**config.mk**
```make
export PLATFORM = sky130hd
export DESIGN_NAME = div_unit_seq
export DESIGN_NICKNAME = d
export VERILOG_FILES = /design/src/rtl/div_pkg.sv /design/src/rtl/div_step.sv /design/src/rtl/div_unit_seq.sv
export SDC_FILE = /design/constraint.sdc
export NUM_CORES = 1
export LEC_CHECK = 0
export CAP_MARGIN = 15
export CORE_MARGIN = 5
export CORE_UTILIZATION = 64
export DETAILED_ROUTE_END_ITERATION = 8
export PLACE_DENSITY = 0.87
export SLEW_MARGIN = 20
export SYNTH_ARGS = -nofsm -noshare
export SYNTH_HDL_FRONTEND = slang
export SYNTH_SLANG_ARGS = --single-unit
```
**constraint.sdc**
```tcl
create_clock -name clk_i -period 7.42 [get_ports clk_i]
set_input_delay 1.484 -clock clk_i [delete_from_list [all_inputs] [get_ports clk_i]]
set_output_delay 1.484 -clock clk_i [all_outputs]
set_load 0.1 [all_outputs]
```
**src/rtl/div_pkg.sv**
```systemverilog
// Shared types and constants for the sequential RV32M divider.
package div_pkg;

  localparam int unsigned XLEN     = 32;
  localparam int unsigned DIV_ITER = 32;

  typedef enum logic [1:0] {
    OpDiv  = 2'b00,
    OpDivu = 2'b01,
    OpRem  = 2'b10,
    OpRemu = 2'b11
  } div_op_e;

  typedef enum logic [1:0] {
    StIdle,
    StCalc,
    StFix,
    StDone
  } div_state_e;

endpackage

```
**src/rtl/div_step.sv**
```systemverilog
// One restoring-division iteration: shift in a dividend bit, trial-subtract the divisor.
module div_step
  import div_pkg::*;
(
  input  logic [XLEN-1:0] remainder,
  input  logic            dividend_bit,
  input  logic [XLEN-1:0] divisor,
  output logic [XLEN-1:0] next_remainder,
  output logic            quotient_bit
);

  logic [XLEN:0] shifted;
  logic [XLEN:0] diff;

  // The remainder is always below the divisor, so bit XLEN of diff is a clean borrow flag.
  assign shifted        = {remainder, dividend_bit};
  assign diff           = shifted - {1'b0, divisor};
  assign quotient_bit   = ~diff[XLEN];
  assign next_remainder = quotient_bit ? diff[XLEN-1:0] : shifted[XLEN-1:0];

endmodule

```
**src/rtl/div_unit_seq.sv**
```systemverilog
// Sequential 32-bit RV32M divider (DIV/DIVU/REM/REMU), one restoring step per cycle.
// Define DIV_UNIT_EARLY_OUT_EN to skip the iteration loop for trivially resolved operands.
module div_unit_seq
  import div_pkg::*;
(
  input  logic            clk_i,
  input  logic            rst_ni,
  input  logic            start_i,
  input  logic [1:0]      op_i,
  input  logic [XLEN-1:0] a_i,
  input  logic [XLEN-1:0] b_i,
  output logic            busy_o,
  output logic            valid_o,
  output logic [XLEN-1:0] result_o
);

  localparam int unsigned CntW = $clog2(DIV_ITER);
  localparam logic [CntW-1:0] CntLoad = CntW'(DIV_ITER - 1);

  div_state_e      state;
  logic [CntW-1:0] cnt;
  div_op_e         op_q;
  logic [XLEN-1:0] quo, rem, dvs, a_orig;
  logic            bzero, ovf, neg_q, neg_r;

  logic            in_signed, ovf_in, early;
  logic [XLEN-1:0] a_mag, b_mag;
  logic [XLEN-1:0] step_rem, fix_res;
  logic            step_q, quot_op;

  assign in_signed = ~op_i[0];
  assign a_mag     = (in_signed && a_i[XLEN-1]) ? -a_i : a_i;
  assign b_mag     = (in_signed && b_i[XLEN-1]) ? -b_i : b_i;
  assign ovf_in    = in_signed && (a_i == {1'b1, {(XLEN-1){1'b0}}}) && (b_i == '1);

`ifdef DIV_UNIT_EARLY_OUT_EN
  assign early = (b_i == '0) || ovf_in || (a_mag < b_mag);
`else
  assign early = 1'b0;
`endif

  div_step u_step (
    .remainder     (rem),
    .dividend_bit  (quo[XLEN-1]),
    .divisor       (dvs),
    .next_remainder(step_rem),
    .quotient_bit  (step_q)
  );

  assign quot_op = (op_q == OpDiv) || (op_q == OpDivu);

  always_comb begin
    fix_res = '0;
    if (bzero) begin
      fix_res = quot_op ? '1 : a_orig;
    end else if (ovf) begin
      fix_res = quot_op ? {1'b1, {(XLEN-1){1'b0}}} : '0;
    end else if (quot_op) begin
      fix_res = neg_q ? -quo : quo;
    end else begin
      fix_res = neg_r ? -rem : rem;
    end
  end

  always_ff @(posedge clk_i) begin
    if (!rst_ni) begin
      state    <= StIdle;
      cnt      <= '0;
      op_q     <= OpDiv;
      quo      <= '0;
      rem      <= '0;
      dvs      <= '0;
      a_orig   <= '0;
      bzero    <= 1'b0;
      ovf      <= 1'b0;
      neg_q    <= 1'b0;
      neg_r    <= 1'b0;
      busy_o   <= 1'b0;
      valid_o  <= 1'b0;
      result_o <= '0;
    end else begin
      valid_o <= 1'b0;
      unique case (state)
        StIdle, StDone: begin
          if (start_i) begin
            op_q   <= div_op_e'(op_i);
            a_orig <= a_i;
            dvs    <= b_mag;
            bzero  <= (b_i == '0);
            ovf    <= ovf_in;
            neg_q  <= in_signed && (a_i[XLEN-1] ^ b_i[XLEN-1]);
            neg_r  <= in_signed && a_i[XLEN-1];
            busy_o <= 1'b1;
            if (early) begin
              // Quotient is zero and remainder is |a|; FIX resolves the special cases.
              quo   <= '0;
              rem   <= a_mag;
              state <= StFix;
            end else begin
              quo   <= a_mag;
              rem   <= '0;
              cnt   <= CntLoad;
              state <= StCalc;
            end
          end else begin
            state <= StIdle;
          end
        end
        StCalc: begin
          rem <= step_rem;
          quo <= {quo[XLEN-2:0], step_q};
          if (cnt == '0) begin
            state <= StFix;
          end else begin
            cnt <= cnt - 1'b1;
          end
        end
        StFix: begin
          result_o <= fix_res;
          busy_o   <= 1'b0;
          valid_o  <= 1'b1;
          state    <= StDone;
        end
        default: state <= StIdle;
      endcase
    end
  end

endmodule

```
**Word-level counts from Yosys, hierarchy flattened**

Cells that the tools add are included.

- Flip-flop bits (word level): 175
- Output and inout port bits: 34

- Reduce and logical (&&, ||, !) cells: 17
- Mux-type cells: 23
- Bitwise operators: 3
- Equal/unequal tests: 9
- Add/subtract/negate cells: 6

Operator list:

| cell | count |
|---|---|
| 2-to-1 mux 32 bit | 12 |
| negation 32 bit | 4 |
| case mux 32 bit (2 select lines) | 2 |
| == test 32 bit (second input constant) | 2 |
| subtractor 33 x 32 -> 33 bit | 1 |
| zero test 32 bit | 1 |
| 2-to-1 mux 5 bit | 2 |
| case mux 5 bit (2 select lines) | 1 |
| inequality test 2 bit (second input constant) | 3 |
| case mux 2 bit (3 select lines) | 1 |
| AND reduction 2 bit | 3 |
| logical AND 1 bit | 5 |
| zero test 5 bit | 1 |
| subtractor 5 x 1 -> 5 bit (second input constant) | 1 |
| == test 2 x 1 -> 1 bit (second input constant) | 2 |
| == test 2 bit (second input constant) | 2 |
| zero test 2 bit | 2 |
| nonzero test 2 bit | 2 |
| 2-to-1 mux 1 bit | 3 |
| AND reduction 3 bit | 1 |
| 2-to-1 mux 2 bit | 1 |
| inverter 1 bit | 2 |
| case mux 1 bit (2 select lines) | 1 |
| OR reduction 2 bit | 1 |
| other kinds (2) | 2 |

**Depth between registers and ports, before layout**

Gate-level depths: netlist of run 1.

- Depth in word-level cells: 5
- Depth in mapped cells: 13

**Cells and area by module**

From an unflattened synthesis of run 1, not the netlist that was laid out.

- Cell total of the unflattened synthesis: 1611
- Area total of the unflattened synthesis: 12147.9 um^2

By module, submodules not included:

| module | instances | cells each | area an instance (um^2) |
|---|---|---|---|
| div_unit_seq | 1 | 1300 | 9892.0 |
| div_step | 1 | 311 | 2255.9 |

**Worst setup path after synthesis of run 1**

OpenSTA, ideal clock, no wires.

- Path type: input port to flip-flop
- From: input port b_i[0]
- To: register dvs[28]
- Data required time: 7.334 ns
- Stages: 10
- Arrival time: 3.390 ns
- Path buffers: 0
- Library setup time: 0.086 ns
- Path slack: 3.944 ns
- Cells stage by stage: inv_1 > ha_1 > nand2_1 > nor3_1 > nand2_1 > nor4_1 > and2_1 > a31oi_1 > xnor2_1 > a211oi_1

- Longest elaborated chain between the ends: 2

RTL lines:

| item | RTL line | RTL |
|---|---|---|
| start, declared | div_unit_seq.sv:11 | `input logic [XLEN-1:0] b_i,` |
| negation 32 bit | div_unit_seq.sv:33 | `assign b_mag = (in_signed && b_i[XLEN-1]) ? -b_i : b_i;` |
| 2-to-1 mux 32 bit | div_unit_seq.sv:33 |  |
| end signal, assigned | div_unit_seq.sv:88 | `dvs <= b_mag;` |
| end, declared | div_unit_seq.sv:23 | `logic [XLEN-1:0] quo, rem, dvs, a_orig;` |

No other way between the ends.
A chain may end at the register's enable or synchronous reset.

**Worst setup path after layout of run 1**

- From: register rem[0]
- To: register rem[23]

- Longest elaborated chain between the ends: 3

RTL lines:

| item | RTL line | RTL |
|---|---|---|
| start, declared | div_unit_seq.sv:23 |  |
| start signal, assigned | div_unit_seq.sv:97 | `rem <= a_mag;` |
| start signal, assigned | div_unit_seq.sv:110 | `rem <= step_rem;` |
| subtractor 33 x 32 -> 33 bit | div_step.sv:17 | `assign diff = shifted - {1'b0, divisor};` |
| 2-to-1 mux 32 bit | div_step.sv:19 | `assign next_remainder = quotient_bit ? diff[XLEN-1:0] : shifted[XLEN-1:0];` |
| case mux 32 bit (2 select lines) | div_unit_seq.sv:83 | `unique case (state)` |

No other way between the ends.

==> results of run 1 <==
## metrics by stage
stage	util [%]	cell area [µm²]	hold WS [ns]
final	74.5	13400	0.455
after floorplan	-	11700	0.432
after global placement	71.1	12800	0.439
after detailed placement	71.1	12800	0.443
after CTS	74.5	13400	0.454
after global routing	74.5	13400	0.479
## cell type report
type,instances,area (µm²),area share [%]
well taps,229,287,2.13
repair buffers,117,1140,8.47
multi-input cells,1251,7630,56.8
inverters,76,287,2.13
flip-flops and latches,174,3480,25.9
clock buffers,18,429,3.20
clock inverters,14,174,1.30
## metal layers
metal,vias up,track usage [%]
met5,-,0
met4,0,11.8
met3,85,6.29
met2,566,50.6
met1,5556,42.5
li1,5732,-
## flip-flops by register name, summed over array words and instances (netlist names)
register	count
a_orig	32
busy_o	1
bzero	1
cnt	5
dvs	32
neg_q	1
neg_r	1
op_q	1
ovf	1
quo	32
rem	32
result_o	32
state	2
valid_o	1
## worst max-delay path by stage
stage / startpoint / end / slack, ns / depth (start not counted)
detailed placement: b_i[0] / dvs[28] / 2.85 / 11
CTS: quo[31] / rem[21] / 3.24 / 12
finish: rem[0] / rem[23] / 3.13 / 11
global placement: b_i[0] / dvs[28] / 2.97 / 11
floorplan: b_i[0] / dvs[28] / 3.94 / 10
global route: rem[0] / rem[23] / 2.85 / 11
## kinds of logic after synthesis
logic type,share of synthesized area (%)
adders and majority gates,4.54
and+or+nand+nor,20.6
muxes,1.89
DFF,29.7
buffers and inverters,5.51
AOI/OAI and AO/OA,27.1
xor gates and xnor gates,10.7
## cells in the final DEF, fill, tap and decap left out, drive strengths merged, types with 7 or more instances in the layout
cell,synthesis,layout
or3,23,23
a211oi,39,39
xor2,69,69
xnor2,74,74
nor2b,9,9
nand3,25,25
nand2b,15,15
o221ai,7,7
nor3,24,24
o31ai,28,28
o21a,8,8
nand4,11,11
ha,41,41
buf,18,15
clkdlybuf4s50,0,102
nor2,123,123
a2bb2oi,9,9
mux2i,21,21
o41ai,12,12
dfxtp,174,174
or4,9,9
a21oi,143,143
a31oi,21,21
and2,7,7
nor4,10,10
a21o,19,19
o211ai,40,40
clkbuf,76,18
inv,76,83
o21ai,154,154
nand2,250,250
## synth_stat cells (all sizes together) (23+ instances only)
library cell	count	area (µm²)
a211oi	39	298
a21oi	143	716
clkbuf	76	285
dfxtp	174	3480
ha	41	513
inv	76	285
nand2	250	938
nand3	25	125
nor2	123	462
nor3	24	125
o211ai	40	300
o21ai	154	771
o31ai	28	210
or3	23	149
xnor2	74	648
xor2	69	604
## power groups by stage
stage	clock network (mW)	registers (mW)	logic, mW
5_1_grt	0.974	1.35	2.16
3_5_place_dp	0	1.34	1.94
3_3_place_gp	0	1.33	1.90
6_report	0.930	1.33	1.99
2_1_floorplan	0	1.54	1.22
4_1_cts	0.930	1.32	1.96
## critical path: cells and delay by family, from the launching register on
| family | cells | cell delay, ns |
|---|---|---|
| DFF | 1 | 0.50 |
| and+or+nand+nor | 2 | 0.46 |
| adders and majority gates | 1 | 0.49 |
| buffers and inverters | 2 | 0.64 |
| AOI/OAI and AO/OA | 6 | 2.11 |
==> results.ini, run 1 <==
[outcome]
status=finished, final reports clean

[route]
ant_nets=0
vias_per_cell=6.35
first_pass_iters=5
wl_met3_mm=3.06
vias=11900
wl_mm=35.0
wl_met1_mm=14.6
wire_per_inst_um=18.6
drc=0
wl_met2_mm=16.1
top_layer=met4
drt_iter0_drc=1418

[layout]
nFillCells=1442
fin_cells=1879
area_delta_synth_final_pct=14.4
drive_above_1_share_pct=4.06
fin_nets=1748
diodes=0

[global_route]
grt.total_usage_pct=31.7
grt_pass1_vias=11000
grt_start_max_net_pins=110
antenna_found_initial=0
grt_pass1_wl_mm=56.2
grt_overflow=0

[clock_tree]
post-cts-setup-buffer-count=0
cts_resized=0
hold_buffers=0
cts_max_level=4
clkTransAtPathRegs_ns=0.07
clock-root-buffer=clkbuf_16
clock_sinks=174
insertion_delay_ns=0.44
clock_path_buffers=2
cts_tree=yes
numCtsBuffers=17

[floorplan]
io_pins=103
start_util_pct=65.1
chipWidth_um=145
die-area_um2=21100
core_um2=18000
die_y_um=145
rows=49

[timing]
tns_ns=0
skew_ns=0.0131
slew_viol_final=0
rsz0062_at_grt=no
hold_viol=0
setup_viol=0
fmax_mhz=233
fin_ws_ns=3.13
period_needed_ns=4.29
period_share_pct=57.8
slew_headroom_pct=29.6
worst_pin_slew_ns=1.05

[placed_design]
io_buffers=102
placed_cells=1847
gp_congestion=0.961
pre_cts_slack_ns=2.85
dp_hpwl_mm=24.7

[job]
maxCapViolCount=0

[critical_path]
path_cells=inv_1 -> fa_1 -> nor2b_1 -> o31ai_1 -> a31oi_1 -> o21ai_0 -> a21o_1 -> a211oi_4 -> buf_4 -> nand2_1 -> o21ai_0
r2r_setup_slack_ns=3.13
critPathMaxFanout=26
ff2ff_path_depth=11
cp_common_cell=o21ai_0
critPathRequiredTime_ns=7.78
reg2reg_from=rem[0]
r2r_end=rem[23]
crit_arrival_ns=4.65
critPathMaxStageDelay_ns=0.81
worstSetupPathType=reg2reg
cp-start-kind=flip-flop
crit_slowest_cell=a211oi_4
cp-end-kind=flip-flop

[synthesis]
synth_nets=1706
async_flop_share_pct=0
syn_area_per_cell_um2=7.36
synth_cell_types=74
synth_seq_cells=174
synth-edff-count=0
synth_cells=1595
synth_warnings=0
seq_area_frac_synth_pct=29.7
synthFlopType=dfxtp_1
synth_area_um2=11700

[hold_path]
holdPathEnd=a_orig[29]
min_path_cells=2
holdCritPathClass=reg2reg
worstHoldStart=a_orig[29]

[pwr]
p_per_area_nw_per_um2=316
p_sw_share_pct=45.6
leakagePower_nw=5.04
p_sw_mw=1.94
p_clk_share_pct=21.9
p_int_mw=2.31
power_mw=4.25
peakVddDrop_uv=523
pwr-share-comb_pct=46.8
pwr-share-seq_pct=31.3

No activity file was read; power rests on OpenSTA's default activity.
==> run 2: changes to the inputs <==
--- a/config.mk
+++ b/config.mk
@@ -7,9 +7,9 @@
 export LEC_CHECK = 0
 export CAP_MARGIN = 15
 export CORE_MARGIN = 5
-export CORE_UTILIZATION = 64
+export CORE_UTILIZATION = 53
 export DETAILED_ROUTE_END_ITERATION = 8
-export PLACE_DENSITY = 0.87
+export PLACE_DENSITY = 0.77
 export SLEW_MARGIN = 20
 export SYNTH_ARGS = -nofsm -noshare
 export SYNTH_HDL_FRONTEND = slang
==> constraint.sdc (replaced) <==
create_clock -name clk_i -period 3.5 [get_ports clk_i]
set_input_delay 0.7 -clock clk_i [delete_from_list [all_inputs] [get_ports clk_i]]
set_output_delay 0.7 -clock clk_i [all_outputs]
set_load 0.1 [all_outputs]
==> results.ini, run 2 (synthesis gave the netlist of run 1 again) <==
[critical_path]
cp-end-kind=flip-flop
worstSetupPathType=reg2reg
crit_slowest_cell=fa_1
ff2ff_path_depth=12
critPathRequiredTime_ns=3.86
critPathBufInv=2
r2r_end=rem[21]
critPathTopFamily=compound AO/OA/AOI/OAI gates
reg2reg_from=quo[31]
critPathMaxFanout=32
cp-start-kind=flip-flop
crit_start=quo[31]
cp_common_cell=o21ai_0
path_cells=inv_1 -> ha_1 -> fa_1 -> nor2b_1 -> o31ai_1 -> a31oi_1 -> o21ai_0 -> a21o_1 -> a211oi_4 -> buf_12 -> nand2_1 -> o21ai_0
critPathMaxStageDelay_ns=0.43
crit_arrival_ns=3.61
r2r_setup_slack_ns=0.26

[hold_path]
holdCritPathClass=reg2reg
holdPathEnd=dvs[31]
worstHoldStart=dvs[31]
min_path_cells=2

[pwr]
pwr-share-seq_pct=31.1
pwr-share-comb_pct=46.9
p_sw_mw=4.19
leakagePower_nw=5.23
peakVddDrop_uv=596
p_per_area_nw_per_um2=662
p_sw_share_pct=45.9
p_clk_share_pct=21.9
p_int_mw=4.93

[timing]
period_needed_ns=3.24
worst_pin_slew_ns=1.09
setup_viol=0
rsz0062_at_grt=no
skew_ns=0.0143
slew_viol_final=0
hold_viol=0
period_share_pct=92.7
tns_ns=0
slew_headroom_pct=27.4
fmax_mhz=308

[route]
wl_mm=36.8
drt_iter0_drc=1081
first_pass_iters=8
ant_nets=0
drc=0
vias=12000
wire_per_inst_um=18.7
vias_per_cell=6.12

[global_route]
grt.total_usage_pct=28.2
grt_pass1_vias=11300
antenna_found_initial=0
grt_overflow=0
grt_start_max_net_pins=110
grt_pass1_wl_mm=59.5

[placed_design]
dp_hpwl_mm=26.5
placed_cells=1933
io_buffers=102
gp_congestion=0.934

[floorplan]
rows=54
die-area_um2=25200
die_y_um=159
io_pins=103
start_util_pct=53.8
core_um2=21800
chipWidth_um=159

[job]
maxCapViolCount=0

[clock_tree]
cts_tree=yes
hold_buffers=0
numCtsBuffers=17
clock_path_buffers=2
cts_max_level=4
post-cts-setup-buffer-count=0
clock_sinks=174
clock-root-buffer=clkbuf_16
cts_resized=0
insertion_delay_ns=0.45
clkTransAtPathRegs_ns=0.07

[layout]
fin_cells=1965
area_delta_synth_final_pct=17.4
nFillCells=2018
final_cell_mix=nand2_1 (249), dfxtp_1 (174), o21ai_0 (152), a21oi_1 (142), nor2_1 (122)
fin_nets=1783
drive_above_1_share_pct=6.23
diodes=0
final_common_cell=nand2_1

[outcome]
status=finished, final reports clean

run 2: cell types whose count changed in the layout (fill, tap and decap cells not counted):
cell,previous run,this run
clkinv_4,0,2
clkdlybuf4s50_1,102,100
buf_4,14,50
nand2_2,0,1
inv_8,3,4
buf_12,0,2
nand2_1,250,249
inv_6,5,2
buf_6,1,0
run 2: how the worst max path moves through the flow:
stage	end	cells past startpoint	slack (ns)
6_report	rem[21]	12	0.26
5_1_grt	rem[27]	12	0.03
4_1_cts	rem[25]	12	0.32
3_5_place_dp	quo[29]	11	0.10
3_3_place_gp	quo[30]	10	0.17
2_1_floorplan	rem[10]	12	0.72
run 2: cell type report:
type / instances / area [µm²] / share of cell area [%]
clock buffer: 18 / 429 / 3.12
inverter: 76 / 287 / 2.08
multi-input combinational: 1251 / 7630 / 55.4
timing repair buffer: 152 / 1420 / 10.3
tap: 280 / 350 / 2.54
sequential: 174 / 3480 / 25.3
clock inverter: 14 / 176 / 1.28
run 2: power groups by stage:
stage               logic, mW  clock network, mW  registers [mW]
global route             4.64               2.11            2.89
detailed placement       4.17                  0            2.86
finish                   4.28               2.00            2.84
CTS                      4.23               2.02            2.82
global placement         4.10                  0            2.84
floorplan                2.60                  0            3.27
run 2: through the flow:
step	setup WS, ns	total power, mW	hold WS, ns	cell area, µm²	utilization, %
6_report	0.256	9.12	0.453	13800	63.1
5_1_grt	0.0281	9.65	0.474	13800	63.1
4_1_cts	0.317	9.06	0.456	13800	63.1
3_5_place_dp	0.103	7.03	0.447	13200	60.3
3_3_place_gp	0.166	6.94	0.439	13200	60.3
2_1_floorplan	0.715	5.87	0.432	11700	-
run 2: routing by layer:
metal  wire, µm  track usage, %  up-vias
met1      16500            38.7     5648
li1           -               -     5801
met4        881            8.17        0
met2      16800            45.4      503
met5          0               0        -
met3       2700            5.03       77
run 2: worst min-delay path, stage by stage, from the launching register on:
cell and delay, ns:
dfxtp_1 0.31, nand2_1 0.05, a21oi_1 0.05
==> run 3: changes to the inputs <==
--- a/config.mk
+++ b/config.mk
@@ -7,9 +7,10 @@
 export LEC_CHECK = 0
 export CAP_MARGIN = 15
 export CORE_MARGIN = 5
-export CORE_UTILIZATION = 53
+export CORE_UTILIZATION = 55
+export CTS_BUF_LIST = sky130_fd_sc_hd__clkbuf_4
 export DETAILED_ROUTE_END_ITERATION = 8
-export PLACE_DENSITY = 0.77
+export PLACE_DENSITY = 0.8
 export SLEW_MARGIN = 20
 export SYNTH_ARGS = -nofsm -noshare
 export SYNTH_HDL_FRONTEND = slang
==> results.ini, run 3 (synthesis gave the netlist of run 1 again) <==
[timing]
fin_ws_ns=0.289
worst_pin_slew_ns=1.00
slew_headroom_pct=33.3
slew_viol_final=0
period_needed_ns=3.21
period_share_pct=91.7
tns_ns=0
hold_viol=0
fmax_mhz=311
rsz0062_at_grt=no
setup_viol=0
skew_ns=0.0330

[hold_path]
worstHoldStart=a_orig[27]
holdCritPathClass=reg2reg
holdPathEnd=a_orig[27]
min_path_cells=2

[placed_design]
io_buffers=102
gp_congestion=0.972
pre_cts_slack_ns=0.103
dp_hpwl_mm=26.5

[critical_path]
critPathMaxFanout=15
path_cells=inv_1 -> ha_1 -> fa_1 -> nor2b_1 -> o31ai_1 -> a31oi_1 -> o21ai_0 -> a21o_1 -> a211oi_4 -> buf_4 -> nand2_1 -> o21ai_0
worstSetupPathType=reg2reg
critPathMaxStageDelay_ns=0.43
cp-end-kind=flip-flop
ff2ff_path_depth=12
cp_common_cell=o21ai_0
critPathRequiredTime_ns=4.00
reg2reg_from=quo[31]
cp-start-kind=flip-flop
r2r_end=rem[22]
crit_slowest_cell=fa_1
r2r_setup_slack_ns=0.29
crit_arrival_ns=3.71

[clock_tree]
insertion_delay_ns=0.59
clock-root-buffer=clkbuf_4
clock_path_buffers=2
cts_max_level=4
clkTransAtPathRegs_ns=0.18
cts_resized=0
numCtsBuffers=17
cts_tree=yes
post-cts-setup-buffer-count=0
clock_sinks=174
hold_buffers=0

[global_route]
grt_overflow=0
grt.total_usage_pct=28.8
grt_pass1_wl_mm=57.1
grt_start_max_net_pins=110
antenna_found_initial=1
grt_pass1_vias=10900

[job]
maxCapViolCount=0

[route]
drc=0
wl_mm=36.1
vias=12000
ant_nets=0
first_pass_iters=6
vias_per_cell=6.13
wire_per_inst_um=18.4
drt_iter0_drc=982

[pwr]
peakVddDrop_uv=723
p_per_area_nw_per_um2=620
leakagePower_nw=5.12

[floorplan]
die-area_um2=24400
rows=53
chipWidth_um=156
io_pins=103
start_util_pct=55.8
core_um2=21000
die_y_um=156

[outcome]
status=finished, final reports clean

[layout]
fin_nets=1785
final_cell_mix=nand2_1 (249), dfxtp_1 (174), o21ai_0 (152), a21oi_1 (142), nor2_1 (122)
final_common_cell=nand2_1
drive_above_1_share_pct=6.46
area_delta_synth_final_pct=15.0

==> run 3: how the worst max path moves through the flow <==
stage / startpoint / endpoint / slack (ns) / cells past startpoint
after floorplan: quo[31] / rem[10] / 0.72 / 12
after global placement: a_i[10] / quo[23] / 0.18 / 10
after detailed placement: a_i[10] / quo[29] / 0.10 / 10
after CTS: quo[31] / rem[27] / 0.31 / 12
after global routing: quo[31] / rem[25] / 0.02 / 12
final: quo[31] / rem[22] / 0.29 / 12
==> run 3: critical path, delay by kind of cell, from the launching register on <==
kind / cells / cell delay [ns]
simple gates: 2 / 0.42
flops: 1 / 0.37
buf+inv: 2 / 0.32
fa+ha+maj: 2 / 0.63
compound gates: 6 / 1.38
==> run 3: cell type report <==
type / count / area (µm²)
Antenna cell: 1 / 2.50
Fill cell: 1857 / 7520
Sequential cell: 174 / 3480
Multi-Input combinational cell: 1251 / 7630
Timing Repair Buffer: 154 / 1430
Inverter: 76 / 287
Tap cell: 275 / 344
Clock inverter: 15 / 195
Clock buffer: 17 / 128
==> run 3: power by group <==
| group | internal (mW) | leakage (nW) | total (mW) | switching (mW) |
|---|---|---|---|---|
| Clock | 0.459 | 0.166 | 1.29 | 0.828 |
| Sequential | 2.41 | 1.42 | 2.83 | 0.423 |
| Combinational | 1.44 | 3.53 | 4.25 | 2.81 |
==> run 3: routing by layer <==
layer / GRT usage [%] / vias up / part of all wire (%)
li1: - / 5801 / -
met1: 39.8 / 5619 / 44
met2: 45.8 / 552 / 46
met3: 5.46 / 57 / 8.9
met4: 8.38 / 0 / 2.0
met5: 0 / - / 0
==> run 3: through the flow <==
stage / hold slack [ns] / instance area (µm²) / util, % / std cells / power, mW
after CTS: 0.467 / 13500 / 64.2 / 1962 / 8.32
after global routing: 0.484 / 13500 / 64.2 / 1963 / 8.88
final: 0.467 / 13500 / 64.2 / 1963 / 8.37
after detailed placement: 0.446 / 13200 / 62.7 / 1930 / 7.04
after floorplan: 0.432 / 11700 / - / 1595 / 5.87
after global placement: 0.439 / 13200 / 62.7 / 1930 / 6.95
